`src/rtl/cramer_seq.sv`:
```
// Sequential Cramer's-rule solver: drives a shared determinant engine once for the
// base matrix and once per column, then streams each unknown as a num/den pair.
module cramer_seq #(
    parameter int unsigned SIZE = 3,
    parameter int unsigned CW   = 3
) (
    input  logic                 clk,
    input  logic                 rst,
    input  logic                 start,
    output logic                 busy,
    output logic                 done,
    output logic                 singular,
    output logic                 det_req,
    output logic [CW-1:0]        det_col,
    input  logic                 det_ack,
    input  logic signed [31:0]   det_value,
    output logic                 res_valid,
    input  logic                 res_ready,
    output logic [CW-1:0]        res_idx,
    output logic signed [31:0]   res_num,
    output logic signed [31:0]   res_den
);

    localparam logic [CW-1:0] BaseCol = CW'(SIZE);
    localparam logic [CW-1:0] LastIdx = CW'(SIZE - 1);

    typedef enum logic [2:0] {
        StIdle,
        StBase,
        StChk,
        StCol,
        StEmit,
        StFin
    } state_e;

    state_e             state_q, state_d;
    logic [CW-1:0]      g_q, g_d;
    logic signed [31:0] d_q, d_d;
    logic               flip_q, flip_d;
    logic               singular_q, singular_d;
    logic [CW-1:0]      idx_q, idx_d;
    logic signed [31:0] num_q, num_d;
    logic signed [31:0] den_q, den_d;

    always_ff @(posedge clk or posedge rst) begin
        if (rst) begin
            state_q    <= StIdle;
            g_q        <= '0;
            d_q        <= '0;
            flip_q     <= 1'b0;
            singular_q <= 1'b0;
            idx_q      <= '0;
            num_q      <= '0;
            den_q      <= '0;
        end else begin
            state_q    <= state_d;
            g_q        <= g_d;
            d_q        <= d_d;
            flip_q     <= flip_d;
            singular_q <= singular_d;
            idx_q      <= idx_d;
            num_q      <= num_d;
            den_q      <= den_d;
        end
    end

    always_comb begin
        state_d    = state_q;
        g_d        = g_q;
        d_d        = d_q;
        flip_d     = flip_q;
        singular_d = singular_q;
        idx_d      = idx_q;
        num_d      = num_q;
        den_d      = den_q;
        unique case (state_q)
            StIdle: begin
                if (start) begin
                    state_d    = StBase;
                    singular_d = 1'b0;
                    g_d        = '0;
                end
            end
            StBase: begin
                if (det_ack) begin
                    d_d     = det_value;
                    state_d = StChk;
                end
            end
            StChk: begin
                if (d_q == 32'sd0) begin
                    singular_d = 1'b1;
                    state_d    = StFin;
                end else begin
                    // Fold the base sign into the numerators so the denominator stays positive.
                    flip_d  = d_q[31];
                    den_d   = d_q[31] ? -d_q : d_q;
                    state_d = StCol;
                end
            end
            StCol: begin
                if (det_ack) begin
                    num_d   = flip_q ? -det_value : det_value;
                    idx_d   = g_q;
                    state_d = StEmit;
                end
            end
            StEmit: begin
                if (res_ready) begin
                    if (g_q == LastIdx) begin
                        state_d = StFin;
                    end else begin
                        g_d     = g_q + 1'b1;
                        state_d = StCol;
                    end
                end
            end
            StFin: begin
                state_d = StIdle;
            end
            default: begin
                state_d = StIdle;
            end
        endcase
    end

    always_comb begin
        busy      = (state_q != StIdle);
        done      = (state_q == StFin);
        det_req   = (state_q == StBase) || (state_q == StCol);
        res_valid = (state_q == StEmit);
        det_col   = '0;
        if (state_q == StBase) begin
            det_col = BaseCol;
        end else if (state_q == StCol) begin
            det_col = g_q;
        end
    end

    assign singular = singular_q;
    assign res_idx  = idx_q;
    assign res_num  = num_q;
    assign res_den  = den_q;

endmodule

```
`config.mk`:
```
export PLATFORM = sky130hd
export DESIGN_NAME = cramer_seq
export DESIGN_NICKNAME = d
export VERILOG_FILES = /design/src/rtl/cramer_seq.sv
export SDC_FILE = /design/constraint.sdc
export NUM_CORES = 1
export LEC_CHECK = 0
export ABC_CLOCK_PERIOD_IN_PS = 7500
export BUFFER_PORTS_ARGS = -buffer_cell sky130_fd_sc_hd__buf_4
export CAP_MARGIN = 20
export CELL_PAD_IN_SITES_DETAIL_PLACEMENT = 1
export CELL_PAD_IN_SITES_GLOBAL_PLACEMENT = 1
export CORE_ASPECT_RATIO = 1.1
export CORE_MARGIN = 2
export CORE_UTILIZATION = 38
export DETAILED_ROUTE_END_ITERATION = 12
export GPL_ROUTABILITY_DRIVEN = 0
export PLACE_DENSITY_LB_ADDON = 0.1
export SYNTH_ARGS = -nofsm -noshare
export SYNTH_HDL_FRONTEND = slang
export SYNTH_SLANG_ARGS = --single-unit
```
`constraint.sdc`:
```
create_clock -name clk -period 7.5 [get_ports clk]
set_clock_uncertainty 0.1 [all_clocks]
set_input_delay 0.75 -clock clk [delete_from_list [all_inputs] [get_ports clk]]
set_output_delay 0.75 -clock clk [all_outputs]
set_load 0.05 [all_outputs]
```
* Word-level counts from Yosys, hierarchy flattened *
Index checks and enable logic that the tools add are counted.

cells by class
  add/sub/neg operators = 3
  reduce and logical (&&, ||, !) cells = 12
  multiplexer cells = 18
  bitwise gates (word level) = 1
  equality and inequality tests = 12

operator list
  kind                   count
  $mux W32               2
  $neg A32 Y32           2
  $mux W3                11
  $logic_not A32 Y1      1
  $pmux W3 S5            1
  $ne A2 B2 Y1 const B   5
  $eq A3 B2 Y1 const B   3
  $reduce_and A4 Y1      2
  $eq A3 B3 Y1 const B   2
  $pmux W3 S2            1
  $reduce_and A2 Y1      3
  $reduce_bool A2 Y1     2
  $add A3 B1 Y3 const B  1
  $eq A3 B1 Y1 const B   1
  $logic_not A3 Y1       1
  $reduce_and A3 Y1      1
  $reduce_bool A3 Y1     1
  $mux W1                2
  $ne A2 B1 Y1 const B   1
  $pmux W1 S2            1
  $logic_or A1 B1 Y1     1
  $not A1 Y1             1

word-level totals
  flip-flop bits (word level) = 107
  logic and storage cells = 54
  output and inout port bits = 75

* Depth between registers and ports, before layout *
Gate-level depths: netlist (run 1).

  depth after elaboration = 4
  gate-level depth with buffers = 9
  mapped depth without buffers = 8

* Least setup slack after synthesis (run 1) *
Ideal clock, no wire load.

  path kind = input -> register
  start = in det_value[0]
  end = reg num_q[28], in the netlist res_num[28]
  setup slack = 4.879 ns
  cell stages on the path = 8
  buffers on the path = 0
  library setup time = 0.130 ns
  arrival = 2.391 ns
  cells stage by stage = inv_1 ha_1 or3b_1 nor4_4 nand4_1 o31ai_1 xor2_1 o21ai_1

on the way
  word-level cells in the longest chain between the ends = 2

ends and longest elaborated chain
  item                    line  RTL
  start: declaration      16    input logic signed [31:0] det_value,
  $neg A32 Y32            103   num_d = flip_q ? -det_value : det_value;
  $mux W32                103
  end signal: assignment  62    num_q <= num_d;
  end: declaration        42    logic signed [31:0] num_q, num_d;

Every way passes these cells.
A chain may end at the register's enable or synchronous reset.

* Final worst setup path (run 1) *
  start = reg d_q[1]
  end = reg flip_q

on the way
  word-level cells in the longest chain between the ends = 3

ends and longest elaborated chain
  item                         line  RTL
  start: declaration           38    logic signed [31:0] d_q, d_d;
  start signal: assignment     49    d_q <= '0;
  start signal: assignment     58    d_q <= d_d;
  $logic_not A32 Y1            91    if (d_q == 32'sd0) begin
  $not A1 Y1 (no line)         -
  $reduce_and A2 Y1 (no line)  -
  end signal: assignment       59    flip_q <= flip_d;
  end: declaration             39    logic flip_q, flip_d;

Every way passes these cells.

==> results.md, run 1 <==
- Capturing instance or port of the critical path: flip_q
- Post-cts sizing count: 0
- Largest fanout on the critical path: 57
- Iteration-0 DRC count of the detailed router: 173
- Synth async-reset ratio: 1.000
- Floorplan die width: 118.2 um
- Top post-synthesis cells by count: sky130_fd_sc_hd__dfrtp_1, sky130_fd_sc_hd__nand2_1, sky130_fd_sc_hd__o21ai_0, sky130_fd_sc_hd__xor2_1, sky130_fd_sc_hd__mux2_2
- Wire length of the first global-routing pass: 23990 um
- Power density of the placed cells: 494.5 nW/um2
- CTS tree: yes
- Netlist area before placement: 5451 um2
- Detailed-route via count: 4341
- Worst VDD drop: 198.1 uV
- Clk pwr share: 0.142
- Total nets after synthesis: 586
- Hold_ws: 0.3804 ns
- Static leakage power: 3.076 nW
- Final net count: 688
- Max Freq: 0.3585 GHz
- Slew of the pin with the lowest slew margin: 1.015 ns
- Sink count of the clock tree: 107
- Routed Wire Length: 14610 um
- Setup repair after global routing missed its margin: false
- Pre-antenna DRT Iters: 4
- Count of unique library cells instantiated by Yosys: 46
- Hold Path Class: in2async
- Cell at the root of the clock tree: sky130_fd_sc_hd__clkbuf_16
- Hpwl dp: 10850 um
- Seq. cell area: 2678 um2
- Dominant combinational cell family by area after synthesis: simple AND/OR/NAND/NOR gates
- Number of flops mapped to enable cells by yosys: 0
- H-tree depth reported by CTS: 3
- Simple-Gate Fraction of Synth Area: 0.1634
- Height of the chip: 129.6 um
- Number of flip-flops and latches in the synthesized netlist: 107
- Number of top-level pins: 112
- Accumulated negative setup slack: 0 ns
- Average instance area after synthesis: 10.00 um2
- Yosys synthesis warning count: 0
- Internal Power: 0.001693 W
- Average via count per standard cell: 5.168
- Total core area: 13910 um2
- Psw: 0.001641 W
- Number of max-slew violations in the final report: 0
- Most used DFF post-synth: sky130_fd_sc_hd__dfrtp_1
- Pin count of the biggest net entering global routing: 71
- Share of the synthesized area in the top cell type: 0.4912
- Post-synthesis mux area share: 0.06954
- Run status: complete, no violations
- Maximum buffer depth of the clock tree: 2
- Post-route ant nets: 0
- Num rows: 45
- Sequential fraction of design power: 0.332
- Number of antenna violations at the first check in global routing: 0
- Area added between synthesis and finish: 23.66%
- Reg-to-Reg Start: d_q[1]
- Worst setup path start: d_q[1]
- Area of the multi-input gates: 2605 um2
- End of the worst register-to-register path: flip_q
- Final-report setup violation count: 0
- Input/output buffers: 111
- Portion of the clock cycle consumed by the worst path in the final layout: 0.3720
- Logic depth of the worst register-to-register path: 8
- Cells after synthesis: 545
- Average wire length per cell after detail routing: 17.40 um
- Final hold violation count: 0
- Combinational group share of total power: 0.526
- Layout cell share with drive strength beyond 1: 0.2853
- Effective utilization at floorplan: 0.3920
- Ranking of synthesized cells by area: sky130_fd_sc_hd__dfrtp_1, sky130_fd_sc_hd__xor2_1, sky130_fd_sc_hd__o21ai_0, sky130_fd_sc_hd__nand2_1, sky130_fd_sc_hd__mux2_2
- Synthesized-area fraction occupied by adder cells: 0.009181
- Worst-skew pair later-pin latency: 0.35 ns
- Data required time of the critical path: 7.64 ns
- Filler cell count: 1578
- Crit. End Element: flip-flop
- Setup repair bufs after CTS: 0
- Rel. slew slack: 0.3233
- Top-count cell post-synth: sky130_fd_sc_hd__dfrtp_1
- Count of inserted antenna diode cells: 0
- Sequential area share after synthesis: 0.4912
- Critical setup path kind: reg2reg
- Complex-gate fraction of the synthesized area: 0.1359
- Number of remaining DRC errors: 0
- Register-to-register setup slack: 4.71 ns
- Sw Share: 0.4923
- Max-cap viol count: 0
- Clock period minus worst slack: 2.790 ns
- Post-synth top area cell: sky130_fd_sc_hd__dfrtp_1
- Startpoint types: flip-flop
- Die Area: 15320 um2
- Overall routing resource usage: 0.1985
- Total of hold buffers inserted after clock tree synthesis: 0
- Clock Pin Slew Worst Setup and Hold Paths: 0.07 ns
- Xor/xnor share of the synthesized area: 0.09800
- Remaining Overflow, GRT: 0
- Vias in the first global route: 4480
- Signal arrival time at the worst endpoint: 2.93 ns
- TritonCTS Buffers: 9
flip-flops by register name, indices dropped and copies added, names as in the netlist:
| register | count |
|---|---|
| res_den | 32 |
| res_num | 32 |
| singular | 1 |
| d_q | 32 |
| flip_q | 1 |
| state_q | 3 |
| res_idx | 3 |
| g_q | 3 |
worst min-delay path by stage:
stage | cells after the start | startpoint | endpoint | slack (ns)
3_5_place_dp | 2 | res_num[20] | res_num[20] | 0.37
5_1_grt | 2 | res_den[13] | res_den[13] | 0.42
6_report | 2 | rst | res_den[24] | 0.38
2_1_floorplan | 1 | g_q[0] | g_q[0] | 0.37
4_1_cts | 2 | res_den[13] | res_den[13] | 0.39
3_3_place_gp | 2 | res_den[22] | res_den[22] | 0.37
critical path: stages, from the launching register on:
cell,delay [ns]
sky130_fd_sc_hd__dfrtp_1,0.41
sky130_fd_sc_hd__inv_1,0.09
sky130_fd_sc_hd__ha_1,0.20
sky130_fd_sc_hd__or4b_1,0.52
sky130_fd_sc_hd__or2_4,0.28
sky130_fd_sc_hd__nand3b_1,0.24
sky130_fd_sc_hd__nand3_2,0.22
sky130_fd_sc_hd__buf_12,0.25
sky130_fd_sc_hd__mux2_2,0.35
logic make-up after synthesis:
| logic type | count (synthesis) |
|---|---|
| and+or+nand+nor | 177 |
| AOI/OAI and AO/OA | 125 |
| DFF | 107 |
| xor gates and xnor gates | 61 |
| buffers and inverters | 37 |
| muxes | 34 |
| adders and majority gates | 4 |
cell type report:
class,instances,area share
sequential,107,0.3972
timing repair buffer,116,0.1310
inverter,12,0.007053
clock buffer,9,0.03341
tap,188,0.03489
multi-input combinational,401,0.3864
clock inverter,7,0.01002
layout by cell type, fill, tap and decap left out, types with 2 or more instances in the layout:
cell type	count
sky130_fd_sc_hd__buf_4	115
sky130_fd_sc_hd__dfrtp_1	107
sky130_fd_sc_hd__nand2_1	96
sky130_fd_sc_hd__o21ai_0	83
sky130_fd_sc_hd__xor2_1	57
sky130_fd_sc_hd__mux2_2	31
sky130_fd_sc_hd__nor2_1	20
sky130_fd_sc_hd__o31ai_1	15
sky130_fd_sc_hd__inv_1	11
sky130_fd_sc_hd__or4_1	9
sky130_fd_sc_hd__clkbuf_16	9
sky130_fd_sc_hd__o21ai_1	8
sky130_fd_sc_hd__o41ai_1	7
sky130_fd_sc_hd__or3_1	6
sky130_fd_sc_hd__nand3_1	6
sky130_fd_sc_hd__nand2b_1	5
sky130_fd_sc_hd__a21oi_1	5
sky130_fd_sc_hd__or2_2	4
sky130_fd_sc_hd__xnor2_1	4
sky130_fd_sc_hd__nor3_1	4
sky130_fd_sc_hd__ha_1	4
sky130_fd_sc_hd__clkinv_2	4
sky130_fd_sc_hd__nor4_1	3
sky130_fd_sc_hd__nand3_2	3
sky130_fd_sc_hd__mux2i_1	3
sky130_fd_sc_hd__nor2b_1	3
sky130_fd_sc_hd__nand4_1	3
sky130_fd_sc_hd__o31ai_2	3
sky130_fd_sc_hd__nor3_2	2
sky130_fd_sc_hd__nor4_4	2
sky130_fd_sc_hd__o41ai_2	2
power by group through the flow:
stage	Combinational, W	Sequential, W	Clock (W)
5_1_grt	0.00190	0.00115	0.000508
3_5_place_dp	0.00176	0.00112	0
4_1_cts	0.00176	0.00111	0.000488
2_1_floorplan	0.000770	0.00157	0
3_3_place_gp	0.00171	0.00110	0
6_report	0.00175	0.00111	0.000474
per-layer routing:
metal / GRT usage / share of wire / up-vias
li1: - / - / 2095
met1: 0.2844 / 0.49 / 2164
met2: 0.3067 / 0.46 / 69
met3: 0.03169 / 0.033 / 13
met4: 0.06945 / 0.016 / 0
met5: 0 / 0 / -
metrics by stage:
stage / utilization / area [um2] / std cells / total power, W / setup slack [ns]
after floorplan: - / 5451 / 545 / 0.002335 / 3.833
after global placement: 0.4623 / 6429 / 823 / 0.002815 / 4.487
after detailed placement: 0.4623 / 6429 / 823 / 0.002875 / 4.398
after CTS: 0.4833 / 6721 / 839 / 0.003362 / 4.369
after global routing: 0.4848 / 6741 / 840 / 0.003566 / 4.577
final: 0.4848 / 6741 / 840 / 0.003334 / 4.710
Note: power is estimated with default switching activity, not from simulation.
==> inputs of run 2 (changes only) <==
ABC_CLOCK_PERIOD_IN_PS = 2300   (was 7500)
clock period = 2.3 ns   (was 7.5 ns; I/O delays follow)
==> results.md, run 2 (synthesis gave the netlist of run 1 again) <==
- Least setup slack across all paths after layout: -0.1088 ns
- Number of max-slew violations in the final report: 0
- Power density of the placed cells: 1587 nW/um2
- Maximum buffer depth of the clock tree: 2
- Height of the chip: 129.6 um
- Portion of the clock cycle consumed by the worst path in the final layout: 1.047
- Clock period minus worst slack: 2.409 ns
- Count of inserted antenna diode cells: 0
- TritonCTS Buffers: 9
- Placed insts: 869
- Final net count: 744
- Routed Wire Length: 16130 um
- Cell area after layout: 7428 um2
- Wire length of the first global-routing pass: 25770 um
- Post-route ant nets: 0
- CTS tree: yes
- Cell at the root of the clock tree: sky130_fd_sc_hd__clkbuf_16
- Violations in the final reports: setup timing
- Max Freq: 0.4151 GHz
- Max-cap viol count: 0
- Critical setup path kind: reg2reg
- Number of antenna violations at the first check in global routing: 0
- Detailed-route via count: 4612
- Average wire length per cell after detail routing: 18.04 um
- Overall routing resource usage: 0.2127
- Effective utilization at floorplan: 0.3920
- Setup repair after global routing missed its margin: true
- Crit. End Element: flip-flop
- Standard cell area after detailed placement: 6837 um2
- Most frequent standard cell in the layout excluding fill and tap cells: sky130_fd_sc_hd__buf_4
- Static leakage power: 3.426 nW
- Layout cell share with drive strength beyond 1: 0.3725
- Area added between synthesis and finish: 36.26%
- Pin count of the biggest net entering global routing: 108
- Remaining Overflow, GRT: 0
- Iteration-0 DRC count of the detailed router: 172
- Sink count of the clock tree: 107
- Rel. slew slack: 0.6128
- Hold Path Class: in2reg
- Vias in the first global route: 4792
- Floorplan die width: 118.2 um
- Largest fanout on the critical path: 12
- Signal arrival time at the worst endpoint: 2.58 ns
- Total core area: 13910 um2
- Num rows: 45
- Slew of the pin with the lowest slew margin: 0.5808 ns
- Pre-antenna DRT Iters: 4
- H-tree depth reported by CTS: 3
- Final-report setup violation count: 33
- Input/output buffers: 111
- Clock Pin Slew Worst Setup and Hold Paths: 0.07 ns
- Commonest cells after routing, fill and taps aside: sky130_fd_sc_hd__buf_4, sky130_fd_sc_hd__dfrtp_1, sky130_fd_sc_hd__nand2_1
- Startpoint types: flip-flop
- Average via count per standard cell: 5.159
- Final std cells w/o fill: 894
- Run status: finished, violations left
- Number of top-level pins: 112
- Data required time of the critical path: 2.47 ns
- Hpwl dp: 11350 um
- Die Area: 15320 um2
- Worst VDD drop: 643.3 uV
- Filler cell count: 1586
- Number of remaining DRC errors: 0
- Worst-skew pair later-pin latency: 0.35 ns
- Final hold violation count: 0
- Total chip power: 0.01179 W
==> run 2: final timing paths <==
| path | slack, ns | end | cells past startpoint | startpoint |
|---|---|---|---|---|
| max in group asynchronous | 1.15 | res_num[30] | 4 | rst |
| setup reg to reg | -0.11 | res_den[11] | 10 | d_q[0] |
| min in group asynchronous | 0.53 | res_den[4] | 4 | rst |
| hold reg to reg | 0.38 | res_den[18] | 2 | res_den[18] |
| setup / recovery | -0.11 | res_den[11] | 10 | d_q[0] |
| hold / removal | 0.02 | d_q[1] | 3 | det_value[1] |
==> run 2: routing by layer <==
layer | vias up | wire length, um | part of all wire | GRT usage
met1 | 2276 | 7740 | 0.48 | 0.2972
li1 | 2215 | - | - | -
met5 | - | 0 | 0 | 0
met3 | 19 | 583 | 0.036 | 0.03169
met2 | 102 | 7558 | 0.47 | 0.3376
met4 | 0 | 250 | 0.015 | 0.07796
==> run 2: what timing repair did <==
item / in CTS / in global routing
pin swaps: 4 / 12
hold endpoints to repair: 107 / 0
endpoints found under the setup margin: 35 / 35
cloned: 1 / 5
gates resized for setup: 19 / 48
hold buffers: 1 / 0
setup buffers: 2 / 2
==> run 2: report_power, final <==
| part | switching, W | total (W) | internal (W) |
|---|---|---|---|
| Sequential | 0.000617 | 0.00335 | 0.00274 |
| Combinational | 0.00445 | 0.00703 | 0.00259 |
| Clock | 0.000687 | 0.00140 | 0.000716 |
| Total | 0.00575 | 0.0118 | 0.00604 |
==> run 2: critical path, cell delays in order, from the launching register on <==
cell	delay, ns
sky130_fd_sc_hd__dfrtp_1	0.40
sky130_fd_sc_hd__inv_2	0.09
sky130_fd_sc_hd__ha_4	0.15
sky130_fd_sc_hd__or4b_4	0.49
sky130_fd_sc_hd__or2_4	0.26
sky130_fd_sc_hd__nand3b_1	0.17
sky130_fd_sc_hd__buf_6	0.16
sky130_fd_sc_hd__nand3_4	0.14
sky130_fd_sc_hd__clkbuf_16	0.20
sky130_fd_sc_hd__nand2_1	0.07
sky130_fd_sc_hd__o21ai_1	0.09
==> run 2: final cells by class <==
type                       count  area [um2]  area share
inverter                      12       48.80    0.006569
clock buffer                  10       229.0     0.03082
timing repair buffer         171        1436      0.1934
multi-input combinational    402        2781      0.3744
sequential                   107        2678      0.3605
clock inverter                 4       20.02    0.002695
tap                          188       235.2     0.03167
==> run 2: stage by stage <==
| stage | hold WS, ns | setup TNS [ns] | util | setup slack [ns] |
|---|---|---|---|---|
| floorplan | 0.2468 | 0 | - | 0.02832 |
| global placement | 0.3510 | -1.086 | 0.4916 | -0.1460 |
| detailed placement | 0.3568 | -3.721 | 0.4916 | -0.2018 |
| CTS | 0.02392 | -3.797 | 0.5170 | -0.1483 |
| global route | 0.03945 | -3.856 | 0.5341 | -0.1674 |
| finish | 0.02287 | -1.239 | 0.5341 | -0.1088 |
